## src/rtl/rv32i_pkg.sv

```systemverilog
// RV32I shared definitions: widths, opcode constants, field slices and operand-use decode.
package rv32i_pkg;

    localparam int unsigned XLEN  = 32;
    localparam int unsigned REG_W = 5;
    localparam int unsigned OPC_W = 7;

    localparam int unsigned OPC_LSB = 0;
    localparam int unsigned RD_LSB  = 7;
    localparam int unsigned RS1_LSB = 15;
    localparam int unsigned RS2_LSB = 20;

    localparam logic [OPC_W-1:0] OPC_OP     = 7'b0110011;
    localparam logic [OPC_W-1:0] OPC_OP_IMM = 7'b0010011;
    localparam logic [OPC_W-1:0] OPC_LOAD   = 7'b0000011;
    localparam logic [OPC_W-1:0] OPC_STORE  = 7'b0100011;
    localparam logic [OPC_W-1:0] OPC_BRANCH = 7'b1100011;
    localparam logic [OPC_W-1:0] OPC_LUI    = 7'b0110111;
    localparam logic [OPC_W-1:0] OPC_AUIPC  = 7'b0010111;
    localparam logic [OPC_W-1:0] OPC_JAL    = 7'b1101111;
    localparam logic [OPC_W-1:0] OPC_JALR   = 7'b1100111;

    function automatic logic [OPC_W-1:0] get_opcode(input logic [XLEN-1:0] inst);
        return inst[OPC_LSB +: OPC_W];
    endfunction

    function automatic logic [REG_W-1:0] get_rd(input logic [XLEN-1:0] inst);
        return inst[RD_LSB +: REG_W];
    endfunction

    function automatic logic [REG_W-1:0] get_rs1(input logic [XLEN-1:0] inst);
        return inst[RS1_LSB +: REG_W];
    endfunction

    function automatic logic [REG_W-1:0] get_rs2(input logic [XLEN-1:0] inst);
        return inst[RS2_LSB +: REG_W];
    endfunction

    // Unknown opcodes are treated as reading rs1, so they stall conservatively.
    function automatic logic uses_rs1(input logic [OPC_W-1:0] opc);
        logic used;
        case (opc)
            OPC_LUI, OPC_AUIPC, OPC_JAL: used = 1'b0;
            OPC_OP, OPC_OP_IMM, OPC_LOAD,
            OPC_STORE, OPC_BRANCH, OPC_JALR: used = 1'b1;
            default: used = 1'b1;
        endcase
        return used;
    endfunction

    function automatic logic uses_rs2(input logic [OPC_W-1:0] opc);
        logic used;
        case (opc)
            OPC_OP, OPC_STORE, OPC_BRANCH: used = 1'b1;
            default: used = 1'b0;
        endcase
        return used;
    endfunction

endpackage

```

## src/rtl/operand_fwd_mux.sv

```systemverilog
// Priority forward select for one source operand: x0, then EX, then MA, then RF.
module operand_fwd_mux
    import rv32i_pkg::*;
(
    input  logic [REG_W-1:0] idx_i,
    input  logic             ex_wen_i,
    input  logic [REG_W-1:0] ex_wadr_i,
    input  logic [XLEN-1:0]  ex_wdata_i,
    input  logic             ma_wen_i,
    input  logic [REG_W-1:0] ma_wadr_i,
    input  logic [XLEN-1:0]  ma_wdata_i,
    input  logic [XLEN-1:0]  rf_rdata_i,
    output logic [XLEN-1:0]  data_c_o
);

    always_comb begin
        data_c_o = rf_rdata_i;
        if (idx_i == '0) begin
            data_c_o = '0;
        end else if (ex_wen_i && (ex_wadr_i == idx_i)) begin
            data_c_o = ex_wdata_i;
        end else if (ma_wen_i && (ma_wadr_i == idx_i)) begin
            data_c_o = ma_wdata_i;
        end
    end

endmodule

```

## src/rtl/id_operand_fetch.sv

```systemverilog
// Decode-stage operand fetch: RF address drive, EX/MA forwarding, load-use stall
// and a registered valid/ready bundle towards EX.
module id_operand_fetch
    import rv32i_pkg::*;
(
    input  logic             clk,
    input  logic             rst,
    input  logic             if_valid,
    output logic             if_ready,
    input  logic [XLEN-1:0]  if_inst,
    input  logic [XLEN-1:0]  if_pc,
    output logic [REG_W-1:0] ram_radr1,
    output logic [REG_W-1:0] ram_radr2,
    input  logic [XLEN-1:0]  ram_rdata1,
    input  logic [XLEN-1:0]  ram_rdata2,
    input  logic             ex_fwd_wen,
    input  logic [REG_W-1:0] ex_fwd_wadr,
    input  logic [XLEN-1:0]  ex_fwd_wdata,
    input  logic             ex_fwd_load,
    input  logic             ma_fwd_wen,
    input  logic [REG_W-1:0] ma_fwd_wadr,
    input  logic [XLEN-1:0]  ma_fwd_wdata,
    input  logic             flush,
    output logic             ex_valid,
    input  logic             ex_ready,
    output logic [XLEN-1:0]  ex_inst,
    output logic [XLEN-1:0]  ex_pc,
    output logic [XLEN-1:0]  ex_rs1_data,
    output logic [XLEN-1:0]  ex_rs2_data
);

    logic            id_valid_q, id_valid_d;
    logic [XLEN-1:0] id_inst_q, id_inst_d;
    logic [XLEN-1:0] id_pc_q, id_pc_d;
    logic            ex_valid_q, ex_valid_d;
    logic [XLEN-1:0] ex_inst_q, ex_inst_d;
    logic [XLEN-1:0] ex_pc_q, ex_pc_d;
    logic [XLEN-1:0] ex_rs1_q, ex_rs1_d;
    logic [XLEN-1:0] ex_rs2_q, ex_rs2_d;

    logic [REG_W-1:0] id_rs1_c, id_rs2_c;
    logic             rs1_hit_c, rs2_hit_c;
    logic             hazard_c, advance_c, accept_c, hold_c;
    logic [XLEN-1:0]  rs1_fwd_c, rs2_fwd_c;

    assign id_rs1_c  = get_rs1(id_inst_q);
    assign id_rs2_c  = get_rs2(id_inst_q);
    assign rs1_hit_c = uses_rs1(get_opcode(id_inst_q)) && (id_rs1_c == ex_fwd_wadr);
    assign rs2_hit_c = uses_rs2(get_opcode(id_inst_q)) && (id_rs2_c == ex_fwd_wadr);

    // A load in EX has no data yet; wait until it reaches MA.
    assign hazard_c  = id_valid_q && ex_fwd_load && ex_fwd_wen && (ex_fwd_wadr != '0)
                       && (rs1_hit_c || rs2_hit_c);
    assign advance_c = id_valid_q && !hazard_c && (!ex_valid_q || ex_ready) && !flush;
    assign if_ready  = !flush && (!id_valid_q || advance_c);
    assign accept_c  = if_valid && if_ready;

    // Re-present the held sources so the RF output stays aligned with ID across stalls.
    assign hold_c    = id_valid_q && !advance_c;
    assign ram_radr1 = hold_c ? id_rs1_c : get_rs1(if_inst);
    assign ram_radr2 = hold_c ? id_rs2_c : get_rs2(if_inst);

    operand_fwd_mux u_fwd_rs1 (
        .idx_i      (id_rs1_c),
        .ex_wen_i   (ex_fwd_wen),
        .ex_wadr_i  (ex_fwd_wadr),
        .ex_wdata_i (ex_fwd_wdata),
        .ma_wen_i   (ma_fwd_wen),
        .ma_wadr_i  (ma_fwd_wadr),
        .ma_wdata_i (ma_fwd_wdata),
        .rf_rdata_i (ram_rdata1),
        .data_c_o   (rs1_fwd_c)
    );

    operand_fwd_mux u_fwd_rs2 (
        .idx_i      (id_rs2_c),
        .ex_wen_i   (ex_fwd_wen),
        .ex_wadr_i  (ex_fwd_wadr),
        .ex_wdata_i (ex_fwd_wdata),
        .ma_wen_i   (ma_fwd_wen),
        .ma_wadr_i  (ma_fwd_wadr),
        .ma_wdata_i (ma_fwd_wdata),
        .rf_rdata_i (ram_rdata2),
        .data_c_o   (rs2_fwd_c)
    );

    always_comb begin
        id_valid_d = id_valid_q;
        id_inst_d  = id_inst_q;
        id_pc_d    = id_pc_q;
        ex_valid_d = ex_valid_q;
        ex_inst_d  = ex_inst_q;
        ex_pc_d    = ex_pc_q;
        ex_rs1_d   = ex_rs1_q;
        ex_rs2_d   = ex_rs2_q;

        if (flush) begin
            id_valid_d = 1'b0;
            ex_valid_d = 1'b0;
        end else begin
            if (accept_c) begin
                id_valid_d = 1'b1;
                id_inst_d  = if_inst;
                id_pc_d    = if_pc;
            end else if (advance_c) begin
                id_valid_d = 1'b0;
            end

            if (advance_c) begin
                ex_valid_d = 1'b1;
                ex_inst_d  = id_inst_q;
                ex_pc_d    = id_pc_q;
                ex_rs1_d   = rs1_fwd_c;
                ex_rs2_d   = rs2_fwd_c;
            end else if (ex_valid_q && ex_ready) begin
                ex_valid_d = 1'b0;
            end
        end
    end

    always_ff @(posedge clk) begin
        if (rst) begin
            id_valid_q <= 1'b0;
            id_inst_q  <= '0;
            id_pc_q    <= '0;
            ex_valid_q <= 1'b0;
            ex_inst_q  <= '0;
            ex_pc_q    <= '0;
            ex_rs1_q   <= '0;
            ex_rs2_q   <= '0;
        end else begin
            id_valid_q <= id_valid_d;
            id_inst_q  <= id_inst_d;
            id_pc_q    <= id_pc_d;
            ex_valid_q <= ex_valid_d;
            ex_inst_q  <= ex_inst_d;
            ex_pc_q    <= ex_pc_d;
            ex_rs1_q   <= ex_rs1_d;
            ex_rs2_q   <= ex_rs2_d;
        end
    end

    assign ex_valid    = ex_valid_q;
    assign ex_inst     = ex_inst_q;
    assign ex_pc       = ex_pc_q;
    assign ex_rs1_data = ex_rs1_q;
    assign ex_rs2_data = ex_rs2_q;

endmodule
```

## config.mk

```make
export PLATFORM = sky130hd
export DESIGN_NAME = id_operand_fetch
export DESIGN_NICKNAME = d
export VERILOG_FILES = /design/src/rtl/rv32i_pkg.sv /design/src/rtl/operand_fwd_mux.sv /design/src/rtl/id_operand_fetch.sv
export SDC_FILE = /design/constraint.sdc
export NUM_CORES = 1
export LEC_CHECK = 0
export BUFFER_PORTS_ARGS = -buffer_cell sky130_fd_sc_hd__buf_2
export CORE_MARGIN = 1
export CORE_UTILIZATION = 47
export CTS_CLUSTER_SIZE = 20
export DETAILED_ROUTE_END_ITERATION = 8
export GPL_TIMING_DRIVEN = 0
export PLACE_DENSITY = 0.77
export SETUP_SLACK_MARGIN = 0.5
export SYNTH_ARGS = -nofsm -noshare
export SYNTH_HDL_FRONTEND = slang
export SYNTH_HIERARCHICAL = 1
export SYNTH_SLANG_ARGS = --single-unit
```

## constraint.sdc

```tcl
create_clock -name clk -period 1.9 [get_ports clk]
set_input_delay 0.095 -clock clk [delete_from_list [all_inputs] [get_ports clk]]
set_output_delay 0.095 -clock clk [all_outputs]
set_load 0.01 [all_outputs]
```

* Yosys cells after proc, flatten, opt, wreduce, memory -nomap -nowiden
Cells that the tools add are included.
** Storage, ports and cells
- Register bits after elaboration :: 194
- Input port bits :: 210
- Output and inout bits :: 140
- Word-level logic and storage cells :: 70
** Cells by class
- Equality and inequality tests :: 12
- Muxes and demuxes :: 14
- Bitwise operators :: 1
- Reductions and logical operators :: 35
** Operators with widths (number)
- $mux W32 :: 6
- $eq A5 B5 Y1 :: 6
- $eq A7 B6 Y1 const B :: 3
- $logic_and A1 B1 Y1 :: 17
- $eq A7 B7 Y1 const B :: 2
- $logic_not A5 Y1 :: 2
- $mux W5 :: 2
- $eq A7 B5 Y1 const B :: 1
- $mux W1 :: 6
- $reduce_or A3 Y1 :: 2
- $logic_not A1 Y1 :: 5
- $reduce_bool A5 Y1 :: 1
- $reduce_and A2 Y1 :: 2
- $reduce_bool A2 Y1 :: 2
- $logic_or A1 B1 Y1 :: 3
- $reduce_or A2 Y1 :: 1
- $not A1 Y1 :: 1

* Depth between registers and ports, before layout
- Depth after elaboration :: 14
- Mapped depth :: 8
- Mapped depth without buffers :: 6

* Cells and area by module
Netlist, hierarchy kept.
** By module, submodules not included
- id_operand_fetch :: instances 1, cells each 814, area each 8678.3 µm², sequential area each 3883.7 µm²
- operand_fwd_mux :: instances 2, cells each 177, area each 1288.7 µm², sequential area each 0.0 µm²

* Worst setup path after synthesis
Ideal clock, no wire load.
- Path kind :: reg2out
- Start :: register id_inst_q[22]
- End :: output ram_radr1[0]
- Arrival :: 1.942 ns
- Required time :: 1.805 ns
- Slack :: -0.137 ns
- Cell stages (with the launch flop) :: 7
- Path buffers :: 1
- Cell sequence :: dfxtp_1 > xor2_1 > a2111oi_1 > a21oi_2 > a21oi_1 > buf_4 > mux2_2
** Between the ends
- Word-level cells in the longest chain between the ends :: 11
** RTL lines
- start, declared :: RTL line id_operand_fetch.sv:33 : logic [XLEN-1:0] id_inst_q, id_inst_d;
- start signal, assigned :: RTL line id_operand_fetch.sv:133 : id_inst_q <= id_inst_d;
- $eq A5 B5 Y1 :: RTL line id_operand_fetch.sv:49 : assign rs2_hit_c = uses_rs2(get_opcode(id_inst_q)) && (id_rs2_c == ex_fwd_wadr);
- $logic_and A1 B1 Y1 :: RTL line id_operand_fetch.sv:49
- $logic_or A1 B1 Y1 :: RTL line id_operand_fetch.sv:53 : && (rs1_hit_c || rs2_hit_c);
- $logic_and A1 B1 Y1 :: RTL line id_operand_fetch.sv:53
- $logic_not A1 Y1 :: RTL line id_operand_fetch.sv:54 : assign advance_c = id_valid_q && !hazard_c && (!ex_valid_q || ex_ready) && !flush;
- $logic_and A1 B1 Y1 (3 in a row) :: RTL line id_operand_fetch.sv:54
- $logic_not A1 Y1 :: RTL line id_operand_fetch.sv:59 : assign hold_c = id_valid_q && !advance_c;
- $logic_and A1 B1 Y1 :: RTL line id_operand_fetch.sv:59
- $mux W5 :: RTL line id_operand_fetch.sv:60 : assign ram_radr1 = hold_c ? id_rs1_c : get_rs1(if_inst);
- end, declared :: RTL line id_operand_fetch.sv:12 : output logic [REG_W-1:0] ram_radr1,
Every way passes these cells.

* Worst setup path in the final report
- Start :: register id_inst_q[15]
- End :: output ram_radr1[1]
** Between the ends
- Word-level cells in the longest chain between the ends :: 11
** RTL lines
- $eq A5 B5 Y1 :: RTL line id_operand_fetch.sv:48 : assign rs1_hit_c = uses_rs1(get_opcode(id_inst_q)) && (id_rs1_c == ex_fwd_wadr);
- $logic_and A1 B1 Y1 :: RTL line id_operand_fetch.sv:48
- $logic_or A1 B1 Y1 :: RTL line id_operand_fetch.sv:53
- $logic_and A1 B1 Y1 :: RTL line id_operand_fetch.sv:53
- $logic_not A1 Y1 :: RTL line id_operand_fetch.sv:54
- $logic_and A1 B1 Y1 (3 in a row) :: RTL line id_operand_fetch.sv:54
- $logic_not A1 Y1 :: RTL line id_operand_fetch.sv:59
- $logic_and A1 B1 Y1 :: RTL line id_operand_fetch.sv:59
- $mux W5 :: RTL line id_operand_fetch.sv:60
Every way passes these cells.

==> summary.md <==
| Metric | Value |
|---|---|
| Unrepaired setup endpoints after global routing | `yes` |
| Starting Density | `between 40% and 50%` |
| WL/cell | `between 20 and 25 um` |
| Number of remaining DRC errors | `0` |
| Critical path origin | `id_inst_q[15]$_SDFFE_PP0P_` |
| NetSw | `0.00341 W` |
| DP Area | `about 0.013 mm2` |
| Pin count of the biggest net entering global routing | `23` |
| Synth Net Count | `between 1000 and 1500` |
| Num rows | `between 50 and 60` |
| Sw Share | `a little under a third` |
| Max Slew Vio Count | `0` |
| Final Setup Violations | `around 200` |
| Top-area cell type share of the netlist area | `~35%` |
| Post-layout instance area | `0.0163 mm2` |
| Synth top area cells | `dfxtp_1, nand2b_1, mux2i_1` |
| CTS buffer count | `17` |
| Logic pwr share | `24.3%` |
| Port buffer count | `347` |
| Worst-Margin Slew | `944 ps` |
| Peak supply drop | `530 uV` |
| EDFF count, synth | `0` |
| Maximum clock rate | `around 0.4 GHz` |
| Yosys synthesis warning count | `6` |
| DR vias/cell | `5.69` |
| Crit end category | `output pin` |
| # clock sinks | `194` |
| Gr usage total | `approximately a third` |
| Die ar. | `approximately 0.025 mm2` |
| Hold Startpoint | `ram_rdata2[24]` |
| Mapped Area | `around 0.011 mm2` |
| Clock Power Share | `around 36%` |
| Flops & latches, synth | `a little under 200` |
| Worst-Skew Late Latency | `around 440 ps` |
| Clock transition at the registers of the reported paths | `approximately 80 ps` |
| CTS H-tree lvls | `4` |
| Status | `finished with violations` |
| Initial DRC Count | `a little under 900` |
| Layout cells sized above 1 | `36.0%` |
| Failing checks | `setup timing` |
| Synth Flop Type | `dfxtp_1` |
| CTS tree | `done` |
| Count leader, synth | `nand2b_1` |
| Critical path class | `flip-flop to output pin` |
| Worst-path fanout max | `5` |
| Final Net Count | `1877` |
| Hold Fails Final Rpt | `0` |
| Worst hold path type | `input pin to flip-flop` |
| Final period util | `130%` |
| Die W | `157 um` |
| Fin util | `a little over two thirds` |
| Grt total ovfl | `0` |
| Syn Inst Count | `1168` |
| CP required | `1800 ps` |
| Post-detail-place hpwl | `28.4 mm` |
| DP Worst Slack | `-337 ps` |
| Asr flop ratio synth | `0%` |
| Max-slew headroom | `between 30% and 40%` |
| Initial antenna violation count | `12` |
| First-pass GRT wire length | `between 60 and 70 mm` |
| Maxcap violations | `0` |
| PwrDens | `around 660 mW/mm2` |
| Internal Power | `0.00732 W` |
| CTS root buffer | `clkbuf_16` |
| RR Startpoint | `id_inst_q[15]$_SDFFE_PP0P_` |
| Synthesis-to-layout area growth | `44.6%` |
| Antenna viol nets, final | `0` |
| Synth area leader | `dfxtp_1` |
| Routability congestion estimate | `about 1` |
| Via Count | `~11000` |
| Final WS setup | `-566 ps` |
| Core ar. | `roughly 0.023 mm2` |
| Vias in the first global route | `~11000` |
| Minimum clock period | `between 2000 and 2500 ps` |
| Synth top cells by count | `nand2b_1, dfxtp_1, mux2i_1, clkbuf_1, nand4_1` |
| Mean post-synth cell area | `9.64 um2` |
| Post-synthesis sequential area ratio | `approximately 35%` |
| WL final | `around 44 mm` |
| Worst Skew | `roughly 15 ps` |
| Drt first pass iters | `5` |
| Leak | `around 7.5 nW` |
| Setup TNS | `-61820 ps` |
| Reg power frac | `approximately two fifths` |
| Max Buffers Root-to-Sink | `2` |
| Final Total Pwr | `approximately 0.011 W` |
| Die height | `~160 um` |
| Count of cell types in the netlist | `45` |
| Setup crit start kind | `flip-flop` |
| IO Pins | `350` |
| Crit path DAT | `2370 ps` |
## state kept, by name (all words and copies together), names as in the netlist
name / cells
ex_rs1_data: 32
ex_rs2_data: 32
id_valid_q: 1
id_pc_q: 32
id_inst_q: 32
ex_pc: 32
ex_valid: 1
ex_inst: 32
## repair_timing
action	in CTS	in global routing
hold buffers	67	0
endpoints found under the setup margin	205	205
resized for setup	76	32
cloned	17	5
pin swaps	11	7
endpoints found under the hold margin	66	0
setup buffers	39	5
## cell type report
cell class | count | area (um2)
fillers | 1773 | 7200
multi-input cells | 855 | 6780
flip-flops and latches | 194 | 3910
repair buffers | 480 | 3640
plain buffers | 118 | 886
clock buffers | 17 | 425
well taps | 319 | 399
clock inverters | 15 | 199
diodes | 12 | 30.0
inverters | 1 | 3.75
## critical path: stages (launching register included)
cell      delay, ps
dfxtp_4         360
xor2_1          160
nor3_1          260
o211ai_1        150
buf_4           180
a21oi_4         200
buf_6           180
mux2_4          320
buf_6           120
## per-stage QoR
step | hold WS (ps) | instances
floorplan | 205 | 1168
global placement | 324 | 1834
detailed placement | 331 | 1834
CTS | 58.8 | 1989
global route | 83.9 | 2007
finish | 78.7 | 2011
## metal layers
layer | up-vias | routed length, um | GRT usage, % | share of wire [%]
met1 | 5508 | 17800 | 42.5 | 41
met5 | - | 13 | 0 | 0.030
met3 | 153 | 3210 | 6.56 | 7.3
met2 | 596 | 20600 | 55.2 | 47
met4 | 2 | 2120 | 16.5 | 4.8
li1 | 5177 | - | - | -
## final timing paths
path,to,slack (ps),depth (start not counted)
worst max-delay path,ram_radr1[1],-570,8
worst min-delay path,ex_rs2_data[24]$_SDFFE_PP0P_,80,5
worst max register to register,ex_rs2_data[21]$_SDFFE_PP0P_,-410,12
worst min register to register,ex_rs2_data[30]$_SDFFE_PP0P_,470,2
## kinds of logic after synthesis
kind of cell / after synthesis / synth area share (%)
buffers and inverters: 119 / 6.91
DFF: 194 / 34.5
muxes: 202 / 18.1
xor gates and xnor gates: 30 / 2.33
and+or+nand+nor: 480 / 26.0
AOI/OAI and AO/OA: 143 / 12.2
## placed cells by master, fill, tap and decap left out, types with 27 or more instances in the layout
cell type      count
dfxtp_1          179
clkbuf_1          62
a311oi_2          59
dlygate4sd3_1     67
nor3_1            65
nand2b_1         321
buf_12            37
buf_6             27
buf_2            348
nand4_1           66
mux2i_1          186
o21ai_0           62
## power groups by stage
stage / Combinational [W] / Sequential, W / Clock [W]
6_report: 0.00260 / 0.00430 / 0.00383
5_1_grt: 0.00273 / 0.00431 / 0.00403
4_1_cts: 0.00244 / 0.00429 / 0.00384
3_5_place_dp: 0.00198 / 0.00439 / 0
3_3_place_gp: 0.00196 / 0.00438 / 0
2_1_floorplan: 0.00125 / 0.00439 / 0
No activity file was read; power rests on OpenSTA's default activity.
